--- config.mk ---
export PLATFORM = sky130hd
export DESIGN_NAME = sram_capture_ctrl
export DESIGN_NICKNAME = d
export VERILOG_FILES = /design/src/rtl/capture_pkg.sv /design/src/rtl/sram_capture_ctrl.sv
export SDC_FILE = /design/constraint.sdc
export NUM_CORES = 1
export LEC_CHECK = 0
export CORE_MARGIN = 3
export CORE_UTILIZATION = 25
export CTS_CLUSTER_DIAMETER = 30
export CTS_CLUSTER_SIZE = 24
export DETAILED_ROUTE_END_ITERATION = 8
export PLACE_DENSITY = 0.56
export SETUP_SLACK_MARGIN = 0.5
export SLEW_MARGIN = 25
export SYNTH_ARGS = -nofsm -noshare
export SYNTH_HDL_FRONTEND = slang
export SYNTH_SLANG_ARGS = --single-unit
--- constraint.sdc ---
create_clock -name clk -period 2.75 [get_ports clk]
set_input_delay 0.4125 -clock clk [delete_from_list [all_inputs] [get_ports clk]]
set_output_delay 0.4125 -clock clk [all_outputs]
set_load 0.01 [all_outputs]
--- src/rtl/capture_pkg.sv ---
// Shared definitions for the SRAM capture controller: state encoding and default widths.
package capture_pkg;

  localparam int DEF_DATA_W = 8;
  localparam int DEF_ADDR_W = 8;

  typedef enum logic [2:0] {
    IDLE    = 3'd0,
    ARMED   = 3'd1,
    FILL    = 3'd2,
    DONE    = 3'd3,
    RD_ADDR = 3'd4,
    RD_WAIT = 3'd5,
    RD_HOLD = 3'd6
  } state_t;

endpackage

--- src/rtl/sram_capture_ctrl.sv ---
// Captures a full buffer of samples into an external SRAM, then streams it out with valid/ready.
// Define CAPTURE_TRIG_EN to hold capture in ARMED until trig is seen after arm.
module sram_capture_ctrl
  import capture_pkg::*;
#(
  parameter int DATA_W = DEF_DATA_W,
  parameter int ADDR_W = DEF_ADDR_W
) (
  input  logic              clk,
  input  logic              rst_n,
  input  logic              arm,
  input  logic              trig,
  input  logic [DATA_W-1:0] s_data,
  input  logic              s_valid,
  input  logic              rd_req,
  output logic [DATA_W-1:0] m_data,
  output logic              m_valid,
  input  logic              m_ready,
  output logic              busy,
  output logic              done,
  output logic [ADDR_W-1:0] sram_addr,
  output logic [DATA_W-1:0] sram_din,
  output logic              sram_wen,
  input  logic [DATA_W-1:0] sram_dout
);

  localparam logic [ADDR_W-1:0] LAST_ADDR = '1;

`ifdef CAPTURE_TRIG_EN
  localparam state_t START_ST = ARMED;
`else
  localparam state_t START_ST = FILL;
  logic unused_trig;
  assign unused_trig = trig;
`endif

  state_t            state, state_nxt;
  logic [ADDR_W-1:0] wptr, rptr;
  logic              idle_like;

  assign idle_like = (state == IDLE) || (state == DONE);

  always_ff @(posedge clk) begin
    if (!rst_n) begin
      state  <= IDLE;
      wptr   <= '0;
      rptr   <= '0;
      m_data <= '0;
    end else begin
      state <= state_nxt;
      if (idle_like && arm) begin
        wptr <= '0;
      end else if (state == FILL && s_valid) begin
        wptr <= wptr + 1'b1;
      end
      if (idle_like && !arm && rd_req) begin
        rptr <= '0;
      end else if (state == RD_HOLD && m_ready) begin
        rptr <= rptr + 1'b1;
      end
      // SRAM read data is valid the cycle after the address was presented
      if (state == RD_WAIT) begin
        m_data <= sram_dout;
      end
    end
  end

  always_comb begin
    state_nxt = state;
    sram_wen  = 1'b0;
    sram_addr = '0;
    sram_din  = '0;
    m_valid   = 1'b0;
    busy      = 1'b1;
    done      = 1'b0;
    case (state)
      IDLE, DONE: begin
        busy = 1'b0;
        done = (state == DONE);
        if (arm) begin
          state_nxt = START_ST;
        end else if (rd_req) begin
          state_nxt = RD_ADDR;
        end
      end
      ARMED: begin
`ifdef CAPTURE_TRIG_EN
        if (trig) begin
          state_nxt = FILL;
        end
`else
        state_nxt = IDLE;
`endif
      end
      FILL: begin
        if (s_valid) begin
          sram_wen  = 1'b1;
          sram_addr = wptr;
          sram_din  = s_data;
          if (wptr == LAST_ADDR) begin
            state_nxt = DONE;
          end
        end
      end
      RD_ADDR: begin
        sram_addr = rptr;
        state_nxt = RD_WAIT;
      end
      RD_WAIT: begin
        sram_addr = rptr;
        state_nxt = RD_HOLD;
      end
      RD_HOLD: begin
        sram_addr = rptr;
        m_valid   = 1'b1;
        if (m_ready) begin
          state_nxt = (rptr == LAST_ADDR) ? DONE : RD_ADDR;
        end
      end
      default: state_nxt = IDLE;
    endcase
  end

endmodule

After elaboration in Yosys (flattened, before gate mapping)

Index checks and enable logic that the tools add are counted.

$add $sub $neg: 2
Multiply operators: 0
Div/mod/pow operators: 0
$lt $le $gt $ge: 0
Eq/ne operators: 11
Shift operators: 0
Muxes and demuxes: 16
Bitwise logic cells: 1
Reductions and logical operators: 13

Operator list:

| operator                                                        | number |
|---|---|
| 8-bit 2-to-1 mux                                                | 3 |
| 3-bit 2-to-1 mux                                                | 6 |
| 8-bit by 1-bit adder with 8-bit output, second input constant   | 2 |
| 8-bit == test, second input constant                            | 2 |
| 8-bit case mux with 2 select lines                              | 1 |
| 3-bit case mux with 5 select lines                              | 1 |
| 3-bit == test, second input constant                            | 3 |
| 3-bit by 2-bit == test with 1-bit output, second input constant | 2 |
| 2-bit OR reduction                                              | 3 |
| 1-bit logical AND                                               | 5 |
| 1-bit 2-to-1 mux                                                | 5 |
| 2-bit != test, second input constant                            | 2 |
| 4-bit AND reduction                                             | 1 |
| 3-bit logical NOT                                               | 1 |
| 3-bit != test, second input constant                            | 1 |
| 3-bit OR reduction                                              | 1 |
| 2-bit by 1-bit != test with 1-bit output, second input constant | 1 |
| 1-bit logical NOT                                               | 1 |
| 1-bit logical OR                                                | 1 |
| 1-bit inverter                                                  | 1 |

Flip-flop bits (word level): 27
Latch bits: 0
Bits in writable memories: 0
ROM bits: 0
Input port bits: 23
Output and inout port bits: 28
Logic and storage cells: 47
Memories kept: 0

Logic depth before layout (Yosys ltp)

Gate-level depths: netlist of the first run.

Depth in word-level cells: 5
Gate-level depth with buffers: 7
Mapped depth without buffers: 5

Worst setup path before layout of the first run

OpenSTA, ideal clock, no wires.

Path kind: register to output
Start: reg state[0]
End: out sram_addr[2]
Arrival time: 1.173 ns
Data required time: 2.338 ns
Slack: 1.165 ns
Stages on the path, launching flop included: 6
Buffers on the path: 3
Cells stage by stage: dfxtp_1 buf_6 and4bb_1 buf_6 buf_2 a22o_1

Longest elaborated chain between the ends: 3
Elaborated cells between the ends (all ways): 6
Those cells by class: 4 x eq/ne; 1 x mux; 1 x reduce/logical

RTL lines:

| element                                | RTL line                | source |
|---|---|---|
| start: declaration                     | sram_capture_ctrl.sv:37 | `state_t state, state_nxt;` |
| start signal: assignment               | sram_capture_ctrl.sv:50 | `state <= state_nxt;` |
| 3-bit == test                          | sram_capture_ctrl.sv:76 | `case (state)` |
| 3-bit OR reduction (no line)           | n/a                     |  |
| 8-bit case mux with 2 select lines (*) | sram_capture_ctrl.sv:76 |  |
| end: declaration                       | sram_capture_ctrl.sv:21 | `output logic [ADDR_W-1:0] sram_addr,` |

Mark *: on every way between the ends. The rest lies on a longest branch, timed or not.

Worst setup path in the final report of the first run

Start: reg state[0]
End: out sram_addr[5]

Same word-level chain as after synthesis.

==> results of run 1 <==
==> what timing repair did <==
action | in CTS | in global routing
endpoints found under the setup margin | 17 | 6
cloned | 1 | 0
resized for setup | 18 | 1
==> logic make-up (layout without fill, tap and decap cells) <==
logic type | count (synthesis) | after routing | share of synthesized area
buffers and inverters | 12 | 61 | 0.0612
and+or+nand+nor | 79 | 79 | 0.293
AOI/OAI and AO/OA | 34 | 34 | 0.173
DFF | 27 | 27 | 0.362
adders and majority gates | 2 | 2 | 0.0168
xor gates and xnor gates | 15 | 15 | 0.0880
muxes | 1 | 1 | 0.00671
==> Yosys cell counts, types with 2 or more instances <==
library cell,number,area [um2]
dfxtp_1,27,541
nand2_1,24,90.1
nor2_1,16,60.1
and2_1,9,56.3
a21boi_0,8,60.1
a22o_1,8,70.1
xor2_1,8,70.1
nand4_1,7,43.8
xnor2_1,7,61.3
o21ai_0,5,25.0
nand3_1,4,20.0
nor3_1,4,20.0
a21oi_1,3,15.0
buf_2,3,15.0
buf_6,3,33.8
and3_1,2,12.5
ha_1,2,25.0
inv_1,2,7.51
o21ai_2,2,17.5
o21bai_1,2,15.0
==> path summary, 6_finish.rpt <==
check,from,end,slack [ns],depth (start not counted)
max,state[0],sram_addr[5],0.59,4
min,m_data[4],m_data[4],0.47,2
min reg2reg,m_data[4],m_data[4],0.47,2
max reg2reg,state[1],state[1],1.14,5
==> stage by stage <==
step	hold slack (ns)	total power, uW
after floorplan	0.466	900
after global placement	0.453	1080
after detailed placement	0.461	1080
after CTS	0.476	1340
after global routing	0.500	1420
final	0.470	1320
==> flip-flops by register name, indices dropped and copies added (netlist names) <==
| register | flops |
|---|---|
| m_data | 8 |
| rptr | 8 |
| state | 3 |
| wptr | 8 |
==> power groups by stage <==
stage | Clock [uW] | Combinational [uW] | Sequential (uW)
CTS | 242 | 640 | 459
global route | 262 | 693 | 465
floorplan | 0 | 443 | 457
global placement | 0 | 616 | 466
finish | 231 | 628 | 459
detailed placement | 0 | 615 | 467
==> tightest hold or removal path: cells and delay by family, from the launching register on <==
kind,cells,cell delay [ns]
flip-flops,1,0.32
AO/OA/AOI/OAI,1,0.06
AND/OR/NAND/NOR,1,0.05
==> area by class of cell <==
type	count	area (um2)	share of cell area
inverters	3	11.3	0.00537
multi-input cells	131	861	0.411
flip-flops and latches	27	541	0.258
repair buffers	54	547	0.261
well taps	72	90.1	0.0430
clock buffers	3	41.3	0.0197
clock inverters	1	5.00	0.00239
==> metal layers <==
| layer | GRT usage | wire [um] |
|---|---|---|
| met5 | 0 | 0 |
| met3 | 0.0159 | 49 |
| met4 | 0.0416 | 72 |
| met1 | 0.150 | 1820 |
| met2 | 0.170 | 1720 |
==> flow_summary.ini, run 1 <==
[drt]
routed_wire_length_per_instance_um = 12.6
drcViolationCount = 0
postRouteWirelength_um = 3670
vias = 1326
first_pass_iters = 4
detail_route.vias_per_cell = 4.56
final_antenna_net_count = 0
detailedRoute.firstIterationViolations = 77

[clocking]
hold_fix_buffers_cts = 0
clock_insertion_delay_at_the_later_pin_of_the_skew_report_ns = 0.27
clockBufferDepth = 2
h-tree-depth = 1
tritoncts_buffer_count = 3
clkSlewWorstSetupHoldPaths_ns = 0.09
clock_sinks = 27
tritoncts = built
post_cts_setup_repair_buffer_count = 0
cts.root.buffer_cell = clkbuf_8

[global_route]
globalRouteOverflowTotal = 0
via_count_of_the_first_global_routing_pass = 1268
number_of_antenna_violations_at_the_first_check_in_global_routing = 0
grt_usage = 0.109
grt_first_pass_wirelength_um = 6290
maximum_number_of_pins_on_one_net_before_global_route_repair = 16

[synth]
synth_seq_area_share = 0.362
yosys_most_used_dff = dfxtp_1
syn_area_per_cell_um2 = 8.78
postSynthNetCount = 195
synth.distinct_cells = 44
synth_async_sr_flop_share = 0
synthesis.area_mm2 = 0.00149
syn-instance-count = 170
synth_edf_count = 0
postSynthRegisterBits = 27
yosys_warnings = 0

[place]
placer_congestion_estimate = 0.657
pre_cts_ws_ns = 0.287
dp_hpwl_um = 2720
buffer_ports.inserted = 49
dpl.cell_count = 286
place_area_mm2 = 0.00204

[sta]
worst-slew-pin-transition_ns = 0.456
maxSlewViolCount = 0
finalSetupViolations = 0
final.setup.tns_ns = 0
finalCriticalPeriod_ns = 2.16
finClkSkew_ns = 0.00212
grt_setup_unrepaired = false
max_slew_margin = 0.695
timing_hold_violations_final = 0
maxClockFrequency_mhz = 463
setup_ws_ns = 0.588
fin_crit_sh = 0.786

[power]
power_leakage_uw = 0.000838
vdd_drop_max_v = 0.000208
swShare = 0.359
power.clock.fraction = 0.175
seqPwrFrac = 0.349
comb_power_share = 0.476
power_density_mw_per_mm2 = 629
power.internal_uw = 844
total_switching_power_uw = 473

[setup_path]
crit_chain = and4bb_2, bufbuf_16, a22o_1, dlygate4sd2_1
startpoint_type = register
worst-path-max-fanout = 12
arrival_ns = 1.75
timing.critical_path.slowest_stage_cell = dfxtp_1
required_ns = 2.34
crit_path_class = reg2out
worstSetupEndpointType = primary output
path_buf_inv = 2
critPathMaxStageDelay_ns = 0.39
critical_path.top_delay_family = buffers and inverters

[layout]
layout.cells.most_common_list = 31 x clkdlybuf4s50_1, 27 x dfxtp_1, 24 x nand2_1
area_delta_synth_final_pct = 40.4
postLayoutCoreUtil = 0.371
finish.net_count = 245
n_fill_cell = 590
diodes = 0
drive_gt1_frac = 0.0913
layout.cell_area.non_filler_mm2 = 0.00210
number_of_cells_in_the_finished_layout_apart_from_fillers = 291
most_common_library_cell_in_the_layout_ignoring_fill_and_taps = clkdlybuf4s50_1

[flow_run]
maxCapViolations = 0

[die]
num_rows = 27
fp.dieW_um = 83.3
core_region_area_mm2 = 0.00564
chipHeight_um = 83.3
floorplan.die_area_mm2 = 0.00693
i_o_pins = 51
initial_utilization = 0.265

[min_path]
hp-class = reg2reg

[status]
run_status = complete, no violations
No activity file was read; power rests on OpenSTA's default activity.
==> run 2, diff against run 1 <==
PLACE_DENSITY = 0.58   (was 0.56)
clock period = 1.95 ns   (was 2.75 ns; I/O delays follow)
==> run 2 against run 1 <==
  * Critical path depth up 1
  * Final area is 20% higher
  * Die area did not move
  * Total power up 100%
  * Clock skew up 0.0062 ns
  * Largest cell class unchanged
  * Cell count rose by 10%
  * Sequential power grew 44%
==> flow_summary.ini, run 2 (synthesized netlist as in run 1, its figures left out) <==
[sta]
setup_ws_ns = 0.150
grt_setup_unrepaired = true
fin_crit_sh = 0.923
maxClockFrequency_mhz = 555
worst-slew-pin-transition_ns = 0.373
timing_hold_violations_final = 0
finalSetupViolations = 0
finalCriticalPeriod_ns = 1.80
maxSlewViolCount = 0
max_slew_margin = 0.750
finClkSkew_ns = 0.00835

[layout]
diodes = 0
postLayoutCoreUtil = 0.445
finish.net_count = 274
area_delta_synth_final_pct = 68.1
layout.cells.most_common_list = 22 x nand2_1, 22 x buf_6, 20 x clkdlybuf4s50_1, 20 x dfxtp_1, 16 x buf_2
n_fill_cell = 556
layout.cell_area.non_filler_mm2 = 0.00251
top_regs = m_data: 8 flops, rptr: 8 flops, wptr: 8 flops
drive_gt1_frac = 0.379

[setup_path]
crit_path_class = reg2out
r2r_slack_ns = 0.27
worstSetupEndpointType = primary output
startpoint_type = register
crit-reg2reg-launch = state[2]
arrival_ns = 1.51
worst_setup_path_startpoint = state[2]
required_ns = 1.66
worst-path-max-fanout = 7

[power]
power_leakage_uw = 0.00108
vdd_drop_max_v = 0.000537
post-layout-total-power_uw = 2670
power_density_mw_per_mm2 = 1070

[global_route]
grt_first_pass_wirelength_um = 7560
grt_usage = 0.132
maximum_number_of_pins_on_one_net_before_global_route_repair = 17
number_of_antenna_violations_at_the_first_check_in_global_routing = 0
globalRouteOverflowTotal = 0
via_count_of_the_first_global_routing_pass = 1454

[status]
run_status = complete, no violations

[die]
i_o_pins = 51
initial_utilization = 0.265
num_rows = 27
floorplan.die_area_mm2 = 0.00693
chipHeight_um = 83.3
fp.dieW_um = 83.3
core_region_area_mm2 = 0.00564

[drt]
routed_wire_length_per_instance_um = 14.1
drcViolationCount = 0
first_pass_iters = 4
vias = 1466
detail_route.vias_per_cell = 4.58
detailedRoute.firstIterationViolations = 72
final_antenna_net_count = 0
postRouteWirelength_um = 4500

[min_path]
holdCritStartpoint = m_data[1]
hp-class = reg2reg

[clocking]
tritoncts = built
clock_sinks = 27
clockBufferDepth = 2
h-tree-depth = 1
clkSlewWorstSetupHoldPaths_ns = 0.11
tritoncts_buffer_count = 3
clock_insertion_delay_at_the_later_pin_of_the_skew_report_ns = 0.28
cts.root.buffer_cell = clkbuf_8

[place]
placer_congestion_estimate = 0.685
place_area_mm2 = 0.00207
dp_hpwl_um = 2870
buffer_ports.inserted = 49
pre_cts_ws_ns = -0.230

[flow_run]
maxCapViolations = 0
[run 2: stage by stage]
| step | TNS, ns | hold slack, ns | instances |
|---|---|---|---|
| 2_1_floorplan | 0 | 0.437 | 170 |
| 3_3_place_gp | -3.53 | 0.452 | 291 |
| 3_5_place_dp | -3.33 | 0.458 | 291 |
| 4_1_cts | 0 | 0.470 | 315 |
| 5_1_grt | 0 | 0.483 | 320 |
| 6_report | 0 | 0.456 | 320 |
[run 2: final cells by class]
class                      count  area [um2]  share of cell area
multi-input combinational    131         991               0.395
timing repair buffer          83         807               0.322
sequential                    27         557               0.222
tap                           72        90.1              0.0359
clock buffer                   3        41.3              0.0165
inverter                       3        15.0             0.00599
clock inverter                 1        7.51             0.00299
[run 2: worst max-delay path, stage by stage, from the launching register on]
cell      delay (ns)
dfxtp_4         0.37
and4bb_4        0.35
buf_6           0.12
buf_16          0.10
a22o_1          0.15
buf_2           0.13
[run 2: routing by layer]
layer  track usage  vias up  wire length (um)
met4        0.0446        0                85
met3       0.00992        8                53
met1         0.174      695              2080
li1              -      746                 -
met2         0.224       17              2280
met5             0        -                 0
[run 2: worst paths after layout]
| check | depth (start not counted) | end |
|---|---|---|
| worst max-delay path | 5 | sram_addr[1] |
| worst min register to register | 2 | m_data[1] |
| worst min-delay path | 2 | m_data[1] |
| worst max register to register | 9 | wptr[5] |
[run 2: where the power goes]
part           switching (uW)  leakage [uW]  internal [uW]
registers                43.1      0.000222            618
logic                     707      0.000836            961
clock network             200     0.0000217            146
total                     950       0.00108           1720
[run 2: repair_timing]
action,4_1_cts,5_1_grt
gates resized for setup,126,35
hold buffers,0,0
setup buffers,18,5
pin swaps,14,20
setup endpoints to repair,44,47
cloned,2,0
==> run 3, diff against run 2 <==
SKIP_CTS_REPAIR_TIMING = 1   (was not set)
SKIP_LAST_GASP = 1   (was not set)
==> run 3 against run 2 <==
  * Clock power decreased by 1%
  * Critical path type unchanged
  * Total power decreased by 19%
  * Sequential cell count unchanged
  * Die area unchanged
  * Clock skew decreased by 0.0022 ns
  * Register-to-register slack improved by 0.25 ns
  * Non-clock buffer count decreased by 15
  * Worst hold slack improved by 0.0081 ns
  * Via count decreased by 4.9%
  * Critical path depth decreased by 1
  * Maximum frequency increased by 5.2%
==> flow_summary.ini, run 3 (synthesized netlist as in run 1, its figures left out) <==
[setup_path]
arrival_ns = 1.42
worst-path-max-fanout = 19
worstSetupEndpointType = primary output
required_ns = 1.66
startpoint_type = register
crit_path_class = reg2out

[global_route]
grt_first_pass_wirelength_um = 6400
number_of_antenna_violations_at_the_first_check_in_global_routing = 0
grt_usage = 0.112
globalRouteOverflowTotal = 0
via_count_of_the_first_global_routing_pass = 1276
maximum_number_of_pins_on_one_net_before_global_route_repair = 20

[drt]
detailedRoute.firstIterationViolations = 51
postRouteWirelength_um = 3970
detail_route.vias_per_cell = 4.57
vias = 1394
first_pass_iters = 4
drcViolationCount = 0
routed_wire_length_per_instance_um = 13.0
final_antenna_net_count = 0

[layout]
area_delta_synth_final_pct = 50.4
top_regs = m_data: 8 flops, rptr: 8 flops, wptr: 8 flops
layout.cells.most_common_list = 24 x nand2_1, 20 x clkdlybuf4s50_1, 20 x dfxtp_1
number_of_cells_in_the_finished_layout_apart_from_fillers = 305
drive_gt1_frac = 0.296
most_common_library_cell_in_the_layout_ignoring_fill_and_taps = nand2_1
diodes = 0
finish.net_count = 259
layout.cell_area.non_filler_mm2 = 0.00224

[min_path]
hp-class = reg2reg

[clocking]
clockBufferDepth = 2
clock_sinks = 27
tritoncts_buffer_count = 3
h-tree-depth = 1
clock_insertion_delay_at_the_later_pin_of_the_skew_report_ns = 0.28
tritoncts = built
cts.root.buffer_cell = clkbuf_8
clkSlewWorstSetupHoldPaths_ns = 0.10

[place]
dpl.cell_count = 291
buffer_ports.inserted = 49
place_area_mm2 = 0.00207
dp_hpwl_um = 2870
placer_congestion_estimate = 0.685
pre_cts_ws_ns = -0.230

[die]
initial_utilization = 0.265
num_rows = 27
core_region_area_mm2 = 0.00564
i_o_pins = 51
chipHeight_um = 83.3
floorplan.die_area_mm2 = 0.00693
fp.dieW_um = 83.3

[sta]
timing_hold_violations_final = 0
finalSetupViolations = 0
final.setup.tns_ns = 0
finalCriticalPeriod_ns = 1.71
maxClockFrequency_mhz = 584
finClkSkew_ns = 0.00612
worst-slew-pin-transition_ns = 0.331
fin_crit_sh = 0.878
grt_setup_unrepaired = true
setup_ws_ns = 0.239
max_slew_margin = 0.779
maxSlewViolCount = 0

[power]
power.clock.fraction = 0.157
swShare = 0.369
comb_power_share = 0.530
seqPwrFrac = 0.314
power_density_mw_per_mm2 = 968
power.internal_uw = 1370
power_leakage_uw = 0.00103
total_switching_power_uw = 801
vdd_drop_max_v = 0.000418

[status]
run_status = complete, no violations

[flow_run]
maxCapViolations = 0
==> run 3: cell types whose count changed in the layout (fill, tap and decap cells not counted), sizes merged <==
cell | before | now
buf | 54 | 21
clkbuf | 3 | 19
dlymetal6s2s | 0 | 11
dlygate4sd2 | 9 | 0
==> run 3: final cells by class <==
| class | count | area (um2) |
|---|---|---|
| Clock buffer | 3 | 41.3 |
| Clock inverter | 1 | 7.51 |
| Fill cell | 585 | 3400 |
| Inverter | 3 | 15.0 |
| Multi-Input combinational cell | 131 | 923 |
| Sequential cell | 27 | 559 |
| Tap cell | 72 | 90.1 |
| Timing Repair Buffer | 68 | 608 |
==> run 3: metrics by stage <==
step                total power (uW)  utilization  hold slack (ns)
detailed placement              1560        0.367            0.458
global route                    2300        0.398            0.499
floorplan                       1270            -            0.437
global placement                1550        0.367            0.452
finish                          2170        0.398            0.464
CTS                             1910        0.376            0.473
==> run 3: worst paths after layout <==
kind | slack (ns) | end | startpoint | depth (start not counted)
min reg2reg | 0.46 | m_data[4] | m_data[4] | 2
max reg2reg | 0.52 | wptr[4] | state[1] | 6
min | 0.46 | m_data[4] | m_data[4] | 2
max | 0.24 | sram_addr[1] | state[0] | 4
==> run 3: power groups by stage <==
| stage | registers (uW) | logic [uW] | clock network (uW) |
|---|---|---|---|
| floorplan | 645 | 629 | 0 |
| global placement | 665 | 886 | 0 |
| detailed placement | 668 | 892 | 0 |
| CTS | 654 | 897 | 355 |
| global route | 692 | 1230 | 379 |
| finish | 681 | 1150 | 341 |
==> run 3: critical path: stages (launching register included) <==
cell      delay (ns)
dfxtp_4         0.38
and4bb_1        0.24
buf_12          0.15
a22o_1          0.24
clkbuf_2        0.13
==> run 3: routing by layer <==
layer	part of all wire	GRT usage
met4	0.017	0.0446
met2	0.49	0.176
met1	0.49	0.155
met5	0	0
met3	0.011	0.0109
